`src/rtl/exp4_estados.vh`:
```
// 4-bit state codes of the exp4 control unit, shared by the FSM and the debug display.
`ifndef EXP4_ESTADOS_VH
`define EXP4_ESTADOS_VH
`define EXP4_INICIAL    4'h0
`define EXP4_PREPARA    4'h1
`define EXP4_ESPERA     4'h2
`define EXP4_REGISTRA   4'h4
`define EXP4_COMPARA    4'h5
`define EXP4_PROXIMO    4'h6
`define EXP4_FIM_ACERTO 4'hA
`define EXP4_FIM_TMO    4'hD
`define EXP4_FIM_ERRO   4'hE
`endif

```
`src/rtl/exp4_unidade_controle_pkg.sv`:
```
// Shared types for the exp4 control unit: state encoding and the control/status output bundle.
package exp4_unidade_controle_pkg;
`include "exp4_estados.vh"

   typedef enum logic [3:0] {
      StInicial   = `EXP4_INICIAL,
      StPrepara   = `EXP4_PREPARA,
      StEspera    = `EXP4_ESPERA,
      StRegistra  = `EXP4_REGISTRA,
      StCompara   = `EXP4_COMPARA,
      StProximo   = `EXP4_PROXIMO,
      StFimAcerto = `EXP4_FIM_ACERTO,
      StFimTmo    = `EXP4_FIM_TMO,
      StFimErro   = `EXP4_FIM_ERRO
   } estado_e;

   typedef struct packed {
      logic zera_c;
      logic conta_c;
      logic zera_r;
      logic registrar_r;
      logic pronto;
      logic acertou;
      logic errou;
      logic timeout;
   } ctrl_t;

endpackage

```
`src/rtl/contador_timeout.sv`:
```
// ESPERA watchdog counter: synchronous clear, enable, fim_o flags count == M-1.
module contador_timeout #(
   parameter int unsigned M = 3000,
   parameter int unsigned W = 12
) (
   input  logic clk_i,
   input  logic clr_i,
   input  logic en_i,
   output logic fim_o
);

   logic [W-1:0] cnt_q, cnt_d;

   assign fim_o = (cnt_q == W'(M - 1));

   always_comb begin
      cnt_d = cnt_q;
      if (clr_i) begin
         cnt_d = '0;
      end else if (en_i && !fim_o) begin
         cnt_d = cnt_q + 1'b1;
      end
   end

   always_ff @(posedge clk_i) begin
      cnt_q <= cnt_d;
   end

endmodule

```
`src/rtl/exp4_unidade_controle.sv`:
```
// Moore FSM sequencing the exp4 datapath through 16 plays; optional ESPERA timeout
// is compiled in with EXP4_TIMEOUT_EN.
module exp4_unidade_controle
   import exp4_unidade_controle_pkg::*;
#(
   parameter int unsigned TIMEOUT_CYCLES = 3000,
   parameter int unsigned TMO_W          = 12
) (
   input  logic       clock,
   input  logic       reset,
   input  logic       iniciar,
   input  logic       jogada_feita,
   input  logic       igual,
   input  logic       fimC,
   output logic       zeraC,
   output logic       contaC,
   output logic       zeraR,
   output logic       registrarR,
   output logic       pronto,
   output logic       acertou,
   output logic       errou,
   output logic       timeout,
   output logic [3:0] db_estado
);

   if ((64'd1 << TMO_W) < 64'(TIMEOUT_CYCLES)) begin : g_tmo_w_chk
      $error("TMO_W too narrow for TIMEOUT_CYCLES");
   end

   estado_e estado_q, estado_d;
   ctrl_t   ctrl;

`ifdef EXP4_TIMEOUT_EN
   logic tmo_fim;

   // Counter only advances in ESPERA, so every ESPERA entry restarts the window.
   contador_timeout #(
      .M (TIMEOUT_CYCLES),
      .W (TMO_W)
   ) u_contador_timeout (
      .clk_i (clock),
      .clr_i (!reset || (estado_q != StEspera)),
      .en_i  (estado_q == StEspera),
      .fim_o (tmo_fim)
   );
`endif

   always_ff @(posedge clock) begin
      if (!reset) begin
         estado_q <= StInicial;
      end else begin
         estado_q <= estado_d;
      end
   end

   always_comb begin
      estado_d = estado_q;
      ctrl     = '0;
      case (estado_q)
         StInicial: begin
            if (iniciar) estado_d = StPrepara;
         end
         StPrepara: begin
            ctrl.zera_c = 1'b1;
            ctrl.zera_r = 1'b1;
            estado_d    = StEspera;
         end
         StEspera: begin
            if (jogada_feita) begin
               estado_d = StRegistra;
`ifdef EXP4_TIMEOUT_EN
            end else if (tmo_fim) begin
               estado_d = StFimTmo;
`endif
            end
         end
         StRegistra: begin
            ctrl.registrar_r = 1'b1;
            estado_d         = StCompara;
         end
         StCompara: begin
            if (!igual)    estado_d = StFimErro;
            else if (fimC) estado_d = StFimAcerto;
            else           estado_d = StProximo;
         end
         StProximo: begin
            ctrl.conta_c = 1'b1;
            estado_d     = StEspera;
         end
         StFimAcerto: begin
            ctrl.pronto  = 1'b1;
            ctrl.acertou = 1'b1;
            if (iniciar) estado_d = StPrepara;
         end
         StFimErro: begin
            ctrl.pronto = 1'b1;
            ctrl.errou  = 1'b1;
            if (iniciar) estado_d = StPrepara;
         end
`ifdef EXP4_TIMEOUT_EN
         StFimTmo: begin
            ctrl.pronto  = 1'b1;
            ctrl.timeout = 1'b1;
            if (iniciar) estado_d = StPrepara;
         end
`endif
         default: estado_d = StInicial;
      endcase
   end

   assign zeraC      = ctrl.zera_c;
   assign contaC     = ctrl.conta_c;
   assign zeraR      = ctrl.zera_r;
   assign registrarR = ctrl.registrar_r;
   assign pronto     = ctrl.pronto;
   assign acertou    = ctrl.acertou;
   assign errou      = ctrl.errou;
   assign timeout    = ctrl.timeout;
   assign db_estado  = estado_q;

endmodule

```
`config.mk`:
```
export PLATFORM = sky130hd
export DESIGN_NAME = exp4_unidade_controle
export DESIGN_NICKNAME = d
export VERILOG_FILES = /design/src/rtl/exp4_unidade_controle_pkg.sv /design/src/rtl/contador_timeout.sv /design/src/rtl/exp4_unidade_controle.sv
export VERILOG_INCLUDE_DIRS = /design/src /design/src/rtl
export SDC_FILE = /design/constraint.sdc
export NUM_CORES = 1
export LEC_CHECK = 0
export ABC_AREA = 1
export BUFFER_PORTS_ARGS = -buffer_cell sky130_fd_sc_hd__buf_4
export CELL_PAD_IN_SITES_DETAIL_PLACEMENT = 0
export CELL_PAD_IN_SITES_GLOBAL_PLACEMENT = 1
export CORE_MARGIN = 2
export CORE_UTILIZATION = 25
export DETAILED_ROUTE_END_ITERATION = 8
export PLACE_DENSITY = 0.78
export RECOVER_POWER = 25
export REMOVE_ABC_BUFFERS = 1
export SETUP_SLACK_MARGIN = 0.05
export SYNTH_ARGS = -nofsm -noshare
export SYNTH_HDL_FRONTEND = slang
export SYNTH_SLANG_ARGS = --single-unit
export TNS_END_PERCENT = 1
```
`constraint.sdc`:
```
create_clock -name clock -period 1.7 [get_ports clock]
set_clock_uncertainty 0.2 [all_clocks]
set_input_delay 0 -clock clock [delete_from_list [all_inputs] [get_ports clock]]
set_output_delay 0 -clock clock [all_outputs]
set_load 0.02 [all_outputs]
```
==> summary by stage, run 1 <==
Route
The first routing iteration left 9 violations. Dividing the detail-routed wire length by the instance count gives 8.90 um. After detailed routing, the number of vias per cell comes to 4.14.

The final route contains 377 vias. Summed over all layers, the routed wires come to 810 um. The first detailed-routing pass ran for 4 iterations. The number of routed nets with antenna violations is 0. For this run, design rule violations remaining after detail routing come to 0.

Global route
The number of antenna violations at the first check in global routing was 0. The combined global-route utilization of all metal layers is 0.122. Summed over all layers, the global routing overflow is 0. Entering global routing, the biggest net connects 9 pins. The first global-routing pass estimated 1350 um of wire. The number of global-route vias before repair is 327.

Timing
The number of max-slew violations in the final report was 0. The setup TNS is 0 ns. Final hold analysis gives a worst-case slack of between 0.04 and 0.05 ns. Setup violations remaining at the end of the flow were counted as 0. After layout, the worst setup slack is 0.324 ns. The number of failing hold endpoints at the final stage was 0. Of the available clock period, the critical path in the final layout requires 0.809. Setup repair after global routing left no endpoint under its margin. The final period demand of the worst path is 1.38 ns. The highest achievable clock rate is about 730 MHz.

Synthesis
In this run, distinct cell masters in the synthesized netlist total 16. The cell type contributing the most total cell area after synthesis is dfxtp_1. The share of synthesized area occupied by flip-flops and latches is 0.242. The Yosys step of the flow raised 0 warnings. The synthesized instance count is 55. In this run, synthesis produced a sequential element count of 4. In this run the cell area of the synthesized design comes to 332 um^2. The share of synthesized area in the top cell type comes to 0.242. The synthesized area divided by synthesized cell count is 6.03 um^2. In the post-synthesis netlist, the biggest area contributors are dfxtp_1 (24%), nand2_1 (14%), nor2_1 (12%).

Worst setup path
The nature of the critical path startpoint is a register. The worst setup path endpoint is registrarR. The maximum fanout along the worst path is 6. The worst path required time is 1.50 ns.

STA classifies the critical path endpoint as a primary output. The slack of the worst reg-to-reg path is 0.33 ns. The worst setup path startpoint is db_estado[3].

The kind of critical path is reg -> out. The number of cells on the worst reg-to-reg path is 7. Data on the critical path arrives at its endpoint at 1.18 ns.

The endpoint identified for the worst register-to-register timing path is db_estado[3]. The worst register-to-register path begins at db_estado[1].

Layout
The final cell utilization of the core is 0.399. The register with the most flip-flops in the layout has 4 of them. The post-synthesis to final-layout area growth is 52.8%. The finished cells cover 507 um^2.

The fill cell instance count of the final layout is around 150. The count of inserted antenna diode cells is 0. The number of nets at the end of the flow is 84.

The fraction of final layout cells with drive strength greater than 1 is 0.316.

Run status
The run finished with clean final reports.

Hold path
The min-delay analysis places its worst path in the category in -> reg. The worst hold path begins at jogada_feita. The worst hold path depth is 5.

Floorplan
For this configuration, the core starts out at a cell density of 0.261. After floorplanning, the core was divided into 13 placement rows. The width of the chip is 40.4 um.

The number of top-level pins is 18. The floorplan die area is 0.00163 mm^2. The total core area is 0.00127 mm^2. Measured along the y axis, the die boundary spans between 40 and 50 um.

Clock tree
In this run, post-CTS repair resized a total of 0 instances. The post-CTS clock slew at the launch and capture registers of the worst setup and hold paths is 0.04 ns. The largest buffer count on any clock path is 2. The clock tree from TritonCTS is done. The clock reaches the later pin of the worst-skew pair after 0.23 ns. CTS built an H-tree with a depth of 1.

Buffers inserted during clock tree synthesis total 3. The clock sink count is 4. The cell at the root of the clock tree is clkbuf_4.

Place
After detailed placement, the total cell area comes to 455 um^2. OpenSTA, run right after detailed placement, puts the worst setup slack at 0.337 ns. The detailed-placement wirelength estimate is 656 um. The congestion estimate from routability-driven global placement came to 0.717. The total of buffers placed on input and output ports is 16.

Pwr
The total leakage power is 0.278 nW. The maximum resistive drop on vdd is 0.000886 V. The power per cell area is 1840 mW/mm^2.

Job
The number of max-cap violations is 0.
-- cells by family after synthesis --
group / Yosys count / synth area share
flip-flops: 4 / 0.242
AND/OR/NAND/NOR: 36 / 0.551
buffers and inverters: 12 / 0.158
other: 1 / 0.0113
AO/OA/AOI/OAI: 2 / 0.0377
-- where the power goes --
group          total, mW  leakage (nW)  switching, mW  internal (mW)
clock              0.116        0.0138         0.0375         0.0789
sequential         0.208        0.0330         0.0706          0.137
combinational      0.606         0.231          0.381          0.225
total              0.930         0.278          0.489          0.442
-- synth_stat cells (all sizes together) --
master and n:
a21oi 1, buf 2, conb 1, dfxtp 4
inv 10, nand2 15, nand3 4, nand4 1
nor2 14, nor3 1, nor3b 1, o21a 1
-- critical path, cell delays in order, from the launching register on --
cell and delay [ns]:
dfxtp_1 0.43, inv_1 0.09, nand2_1 0.10, inv_1 0.05, nand2_1 0.07, inv_1 0.06
buf_4 0.15
-- timing repair --
item,4_1_cts,5_1_grt
endpoints found under the hold margin,4,0
setup buffers,0,0
hold buffers,4,0
-- cell usage in the layout, fill, tap and decap left out, types with 3 or more instances in the layout --
cell type      instances
clkbuf_4               3
nand2_1               12
nand3_1                3
nor2_1                11
dfxtp_1                4
inv_1                 10
dlygate4sd3_1          4
nor2_2                 3
buf_4                 13
clkbuf_1               3
-- area by class of cell --
cell class	count	area (um^2)	area share
inverter	10	37.5	0.0741
clock buffer	3	22.5	0.0444
timing repair buffer	20	149	0.294
sequential	4	80.1	0.158
multi-input combinational	39	199	0.393
tap	15	18.8	0.0370
-- metal layers --
layer,wire length (um),up-vias,GRT usage,share of wire
met5,0,-,0,0
met4,0,0,0.0250,0
met2,357,12,0.179,0.44
li1,-,207,-,-
met1,409,158,0.167,0.50
met3,44,0,0.0500,0.054
-- how the worst min path moves through the flow --
stage / to / slack (ns)
after CTS: db_estado[1] / 0.04
after detailed placement: db_estado[2] / 0.07
final: db_estado[1] / 0.05
after floorplan: db_estado[1] / -0.08
after global placement: db_estado[2] / 0.06
after global routing: db_estado[1] / 0.08
-- metrics by stage --
stage | power [mW] | instances
floorplan | 0.639 | 53
global placement | 0.837 | 84
detailed placement | 0.836 | 84
CTS | 0.966 | 91
global route | 1.03 | 91
finish | 0.930 | 91
Power figures use the tool's default switching activity.
==> run 2: changes to the inputs <==
Settings changed: ABC_AREA 1 to 0, CORE_AREA set to 2 2 39 41, CORE_MARGIN 2 to unset, CORE_UTILIZATION 25 to unset, DIE_AREA set to 0 0 41 43, PLACE_DENSITY 0.78 to 0.72.
Clock period 1.7 ns to 1.3 ns, I/O delays scaled along.
==> run 2 against run 1 <==
The flow now finishes with violations (negative setup slack). Non-clock buffer count is 11 higher. Register-to-register slack worse by 0.37 ns. Critical path depth is 1 lower. Via count is 0.80% higher. Routed wire length is 16% higher. Critical path type is now reg -> reg. Sequential power is 21% lower. First-iteration DRC count is 56% lower. Worst setup slack worse by 0.36 ns. Largest cell class is now buffers.
==> summary by stage, run 2 <==
Worst setup path
The critical path starts at db_estado[1]. The setup path with the least slack is of type reg -> reg. The maximum fanout along the worst path came to 4 (-2). The worst path required time came to 1.23 ns (-0.27 ns). The worst endpoint data arrival time is 1.27 ns (+0.09 ns). In this run the critical register-to-register path is launched from db_estado[1]. STA classifies the critical path endpoint as a register. The worst setup path is launched from a register.

Route
The via count came to 380 (+0.80%). The number of DRC markers in iteration 0 is 4 (-5). The total wire length is 938 um (+16%). The wire length per cell is 11.0 um (+24%). The number of iterations in the first detailed-routing pass came to 5 (+1). The ratio of routed vias to standard cells is 4.47 (+7.9%). The DRC violation count after routing is 0 (unchanged). The number of routed nets with antenna violations is 0 (unchanged).

Synthesis
The fraction of synthesized cell area taken by the top area cell type is 0.250 (+0.00849). The post-synthesis simple-gate area fraction was 0.324 (-0.227). The compound-gate portion of the synthesized area is 0.230 (+0.193).

The share of synthesized area spent on multiplexers is 0.0313 (+0.0313). The synthesized instance count is 39 (-29%). The combinational family with the most area after synthesis is simple AND/OR/NAND/NOR gates. The synthesized area divided by synthesized cell count is 8.21 um^2 (+36%). The count of flip-flops with a built-in enable after synthesis is 0 (unchanged). The number of warning messages in the yosys log is 0 (unchanged). The number of distinct library cells after synthesis is 23 (+7).

The share of synthesized area occupied by flip-flops and latches was 0.250 (+0.00849). The most frequently used flop master after synthesis is dfxtp_1. The XOR/XNOR share of the synthesized area is 0 (unchanged). The share of async-settable or async-resettable flops after synthesis is 0 (unchanged). The synthesis-stage register bit count was 4 (unchanged).

Ranked by instance count, the synthesized netlist is headed by dfxtp_1 (4), nor2_1 (4), a21oi_1 (3), inv_1 (3), nor3_1 (3). Sorting the synthesized cells by area gives the leading types as dfxtp_1 (25%), buf_6 (7.0%), nand3b_4 (6.3%). The post-synthesis instance area is 320 um^2 (-3.4%). The cell type contributing the most total cell area after synthesis is dfxtp_1. The adder-cell share of the synthesized area is 0 (unchanged).

Clock tree
The largest buffer count on any clock path is 2 (unchanged). TritonCTS built the clock tree. The total clock buffers created by CTS was 3 (unchanged). The depth of the CTS H-tree was 1 (unchanged). The post-CTS clock slew at the launch and capture registers of the worst setup and hold paths is 0.04 ns (about the same). The clock sink count is 4 (unchanged).

The cell at the root of the clock tree is clkbuf_4. The clock insertion delay at the later pin of the skew report is 0.23 ns (about the same).

Pwr
The maximum resistive drop on vdd is 0.000556 V (-37%). The power per cell area is 974 mW/mm^2 (-47%). The power after layout is 0.643 mW (-31%). The total leakage power was 0.322 nW (+16%).

Timing
The post-route clock period utilization is 1.03. The number of failing setup endpoints in the final timing report is 7 (+7). The slack of the critical path was -0.0386 ns (-0.363 ns). Setup repair after global routing could not meet its margin everywhere. The number of max-slew violations in the final report is 0 (unchanged). The routed design could run at a clock period as short as 1.34 ns. Derived from the worst setup path, the maximum achievable clock frequency is 747 MHz.

The number of failing hold endpoints at the final stage is 0 (unchanged).

Floorplan
The total core area is 0.00138 mm^2 (+9.1%). The die height came to 43 um (+6.4%). The initial core utilization came to 0.231 (-0.0299). The number of top-level pins came to 18 (unchanged).

The floorplan die area is 0.00176 mm^2 (+7.9%). The width of the chip is 41 um (+1.4%). The total number of placement rows is 14 (+1).

Run status
The run finished, with violations left. The checks that failed: negative setup slack.

Layout
The post-route cell area is 661 um^2 (+30%). In the layout the commonest cells are buf_4 (20), buf_6 (8). The number of nets at the end of the flow is 77 (-8.3%).

The count of inserted antenna diode cells is 0 (unchanged). The flip-flop count of the largest register after layout is 4 (unchanged). From synthesis to final layout, the design area changed by 106%. The fraction of final layout cells with drive strength greater than 1 was 0.681 (+0.365). Leaving out fill and tap cells, the most frequent cell in the layout is buf_4.

Global route
The number of global-route vias before repair was 367 (+12%). The aggregate global routing overflow was 0 (unchanged). The first-pass GRT wire length is 1440 um (+6.7%). The combined global-route utilization of all metal layers is 0.119 (-0.00297). The number of antenna violations at the first check in global routing is 0 (unchanged). The maximum number of pins on one net before global-route repair was 9 (unchanged).

Hold path
The path class of the lowest-slack min-delay path is in -> reg. The hold path startpoint is fimC.

Job
The number of max-cap violations is 0 (unchanged).

Place
The total of buffers placed on input and output ports came to 16 (unchanged). The placed instance area is 475 um^2 (+4.4%). The pre-CTS setup slack is -0.0676 ns (-0.404 ns).

The detailed-placement wirelength estimate is 624 um (-4.9%). The final weighted congestion of routability-driven global placement is 0.733 (+2.3%).
## run 2: cells by family after synthesis
group,after synthesis
multiplexers,1
other,1
flip-flops,4
AO/OA/AOI/OAI,9
buffers and inverters,7
AND/OR/NAND/NOR,17
## run 2: routing by layer
metal  GRT usage  share of wire
met1       0.122           0.40
met2       0.216           0.56
met3      0.0471          0.044
met4      0.0200              0
met5           0              0
## run 2: report_power, final
| part | switching (mW) | internal [mW] | leakage [nW] |
|---|---|---|---|
| Clock | 0.0442 | 0.103 | 0.0138 |
| Sequential | 0.0248 | 0.139 | 0.0348 |
| Combinational | 0.153 | 0.179 | 0.274 |
| Total | 0.222 | 0.421 | 0.322 |
## run 2: critical path: stages (launching register included)
cell	delay (ns)
dfxtp_4	0.34
buf_4	0.13
mux2i_1	0.21
o2bb2ai_2	0.17
nand3_1	0.13
o41ai_2	0.06
## run 2: path summary, 6_finish.rpt
| kind | endpoint | slack (ns) | cells after the start |
|---|---|---|---|
| worst min-delay path | db_estado[2] | 0.008 | 4 |
| worst min register to register | db_estado[0] | 0.30 | 1 |
| worst max register to register | db_estado[2] | -0.04 | 5 |
| worst max-delay path | db_estado[2] | -0.04 | 5 |
## run 2: timing repair
item                       4_1_cts  5_1_grt
gates resized for setup         20        8
buffers inserted                 3        2
gates cloned                     0        0
hold endpoints to repair         4        0
hold buffers                     3        0
pin swaps                        1        4
setup endpoints to repair       11       11
## run 2: cell type report
cell class              instances  area (um^2)
multi-input cells              28          243
well taps                      16         20.0
fillers                       144          723
flip-flops and latches          4         91.3
clock buffers                   3         22.5
inverters                       3         13.8
repair buffers                 31          270
## run 2: per-stage QoR
| stage | setup TNS [ns] | hold slack [ns] | cells | utilization |
|---|---|---|---|---|
| after floorplan | -1.58 | -0.0783 | 35 | - |
| after global placement | -0.165 | 0.0279 | 74 | 0.344 |
| after detailed placement | -0.182 | 0.0266 | 74 | 0.344 |
| after CTS | -0.260 | 0.0308 | 83 | 0.448 |
| after global routing | -0.628 | 0.0290 | 85 | 0.477 |
| final | -0.133 | 0.00836 | 85 | 0.477 |
==> run 3: changes to the inputs <==
Settings changed: PLACE_DENSITY 0.72 to unset, PLACE_DENSITY_LB_ADDON set to 0.1.
==> run 3 against run 2 <==
The flow now finishes without violations. Register-to-register slack improved by 0.04 ns. Flip-flop and latch count did not move. Sequential share of layout area fell by 0.22 points. Global-route usage rose by 0.66 points. Worst hold slack improved by 0.0062 ns. Non-clock buffer count fell by 2. Die area did not move. Via count rose by 2.4%. Critical endpoint is now errou.
==> summary by stage, run 3 (synthesized netlist as in run 2, its figures left out) <==
Timing
The number of failing setup endpoints in the final timing report was 0 (-7). The highest achievable clock rate is 769 MHz (+3.0%). The number of max-slew violations in the final report is 0 (unchanged). The setup TNS is 0 ns (+0.133 ns). The post-route clock period utilization is 1.00 (-0.0300). The number of failing hold endpoints at the final stage came to 0 (unchanged). The final period demand of the worst path is 1.30 ns (-0.0390 ns). The post-route worst hold slack is 0.0146 ns (+0.00625 ns).

Setup repair after global routing could not meet its margin everywhere.

Route
The number of routed nets with antenna violations is 0 (unchanged). The wire length per cell is 12.9 um (+16%). The number of DRC markers in iteration 0 is 0 (-4).

The number of iterations in the first detailed-routing pass was 1 (-4). The ratio of routed vias to standard cells came to 4.69 (+4.8%). The via count is 389 (+2.4%). The total wire length is 1070 um (+14%).

The DRC violation count after routing is 0 (unchanged).

Global route
The aggregate global routing overflow was 0 (unchanged). The combined global-route utilization of all metal layers is 0.126 (+0.00665). The first-pass GRT wire length is 1480 um (+3.3%). The maximum number of pins on one net before global-route repair came to 8 (-1). The number of antenna violations at the first check in global routing is 0 (unchanged). The number of global-route vias before repair is 393 (+7.1%).

Worst setup path
The worst setup path is of the reg -> out kind. The worst path required time is 1.10 ns (-0.13 ns). The worst stage delay on the critical path was 0.37 ns (+0.03 ns).

The worst path buffer plus inverter count is 2 (+1). The signal on the critical path passes through nand3b_4 -> inv_2 -> and2_4 -> buf_6. The worst endpoint data arrival time is 1.10 ns (-0.17 ns).

The nature of the critical path startpoint is a register. Broken down by cell family, the worst path's largest delay share belongs to flip-flops. The maximum fanout along the worst path is 7 (+3). The capturing element type of the critical path is a primary output. The cell type of the slowest stage on the worst timing path is dfxtp_4.

Clock tree
TritonCTS built the clock tree. The clock sink count is 4 (unchanged). The depth of the CTS H-tree is 1 (unchanged). The total clock buffers created by CTS is 3 (unchanged). The post-CTS clock slew at the launch and capture registers of the worst setup and hold paths is 0.04 ns (about the same). The clock insertion delay at the later pin of the skew report came to 0.23 ns (about the same). The cell at the root of the clock tree is clkbuf_4. The largest buffer count on any clock path was 2 (unchanged).

Place
The placed instance area came to 475 um^2 (unchanged). The detailed-placement wirelength estimate came to 672 um (+7.7%). The final weighted congestion of routability-driven global placement is 0.727 (-0.93%). The total of buffers placed on input and output ports is 16 (unchanged).

Hold path
The path class of the lowest-slack min-delay path is in -> reg.

Layout
Leaving out fill and tap cells, the most frequent cells in the layout are buf_4 (19), buf_6 (7). The most common cell after layout, fill and taps aside is buf_4. The fraction of final layout cells with drive strength greater than 1 came to 0.746 (+0.0651).

The count of inserted antenna diode cells is 0 (unchanged). The flip-flop count of the largest register after layout is 4 (unchanged). The number of nets at the end of the flow was 75 (-2.6%). The post-route cell area is 681 um^2 (+3.0%). The post-synthesis to final-layout area growth is 113%.

Pwr
The portion of total power attributed to the clock network is 0.221 (-0.008). The total leakage power is 0.323 nW (+0.31%). The logic gate share of total power is 0.515 (about the same).

The power per cell area was 988 mW/mm^2 (+1.5%). The internal cell power is 0.430 mW (+2.0%). The maximum resistive drop on vdd is 0.000627 V (+13%). The sequential group share of total power was 0.264 (+0.009). The net switching share of the total power is 0.361 (+0.0156).

The reported net switching power is 0.242 mW (+9.3%).

Run status
The flow ran to the end, and the final reports show no timing, DRC or antenna violations.

Floorplan
The die height is 43 um (unchanged). The total core area came to 0.00138 mm^2 (unchanged). The initial core utilization is 0.231 (unchanged). The width of the chip is 41 um (unchanged). The floorplan die area was 0.00176 mm^2 (unchanged). The total number of placement rows is 14 (unchanged).

The number of top-level pins was 18 (unchanged).

Job
The number of max-cap violations is 0 (unchanged).
==> run 3: final cells by class <==
cell class                 count  area, um^2
clock buffer                   3        22.5
timing repair buffer          29         251
inverter                       3        11.3
multi-input combinational     28         283
sequential                     4        92.6
tap                           16        20.0
fill                         141         703
==> run 3: power by group through the flow <==
stage | logic, mW | registers (mW) | clock network, mW
after floorplan | 0.100 | 0.185 | 0
after global placement | 0.235 | 0.166 | 0
after detailed placement | 0.234 | 0.165 | 0
after CTS | 0.281 | 0.171 | 0.156
after global routing | 0.369 | 0.180 | 0.161
final | 0.346 | 0.178 | 0.149
==> run 3: layer usage <==
layer | up-vias | wire, um | global-route usage
li1 | 192 | - | -
met1 | 184 | 382 | 0.140
met2 | 11 | 602 | 0.206
met3 | 2 | 53 | 0.0209
met4 | 0 | 28 | 0.0800
met5 | - | 0 | 0
==> run 3: tightest hold or removal path: cells and delay by family <==
| family | cells | cell delay, ns |
|---|---|---|
| buf+inv | 1 | 0.08 |
| compound gates | 3 | 0.32 |
==> run 3: timing repair <==
action,4_1_cts,5_1_grt
pin swaps,1,5
setup buffers,3,0
hold endpoints to repair,4,0
hold buffers,3,0
resized for setup,17,15
cloned,0,0
setup endpoints to repair,11,10
==> run 3: final timing paths <==
path                     start           end  slack (ns)  depth (start not counted)
setup / recovery  db_estado[0]         errou      0.0003                          4
hold / removal           igual  db_estado[2]        0.01                          4
hold reg to reg   db_estado[3]  db_estado[2]        0.31                          1
setup reg to reg  db_estado[1]  db_estado[2]      0.0003                          4
==> run 3: stage by stage <==
| step | cells | power, mW | setup WS (ns) | utilization |
|---|---|---|---|---|
| global route | 83 | 0.710 | -0.0518 | 0.492 |
| global placement | 74 | 0.401 | -0.0534 | 0.344 |
| detailed placement | 74 | 0.400 | -0.0660 | 0.344 |
| CTS | 83 | 0.608 | 0.000745 | 0.433 |
| floorplan | 35 | 0.285 | -0.455 | - |
| finish | 83 | 0.672 | 0.000334 | 0.492 |
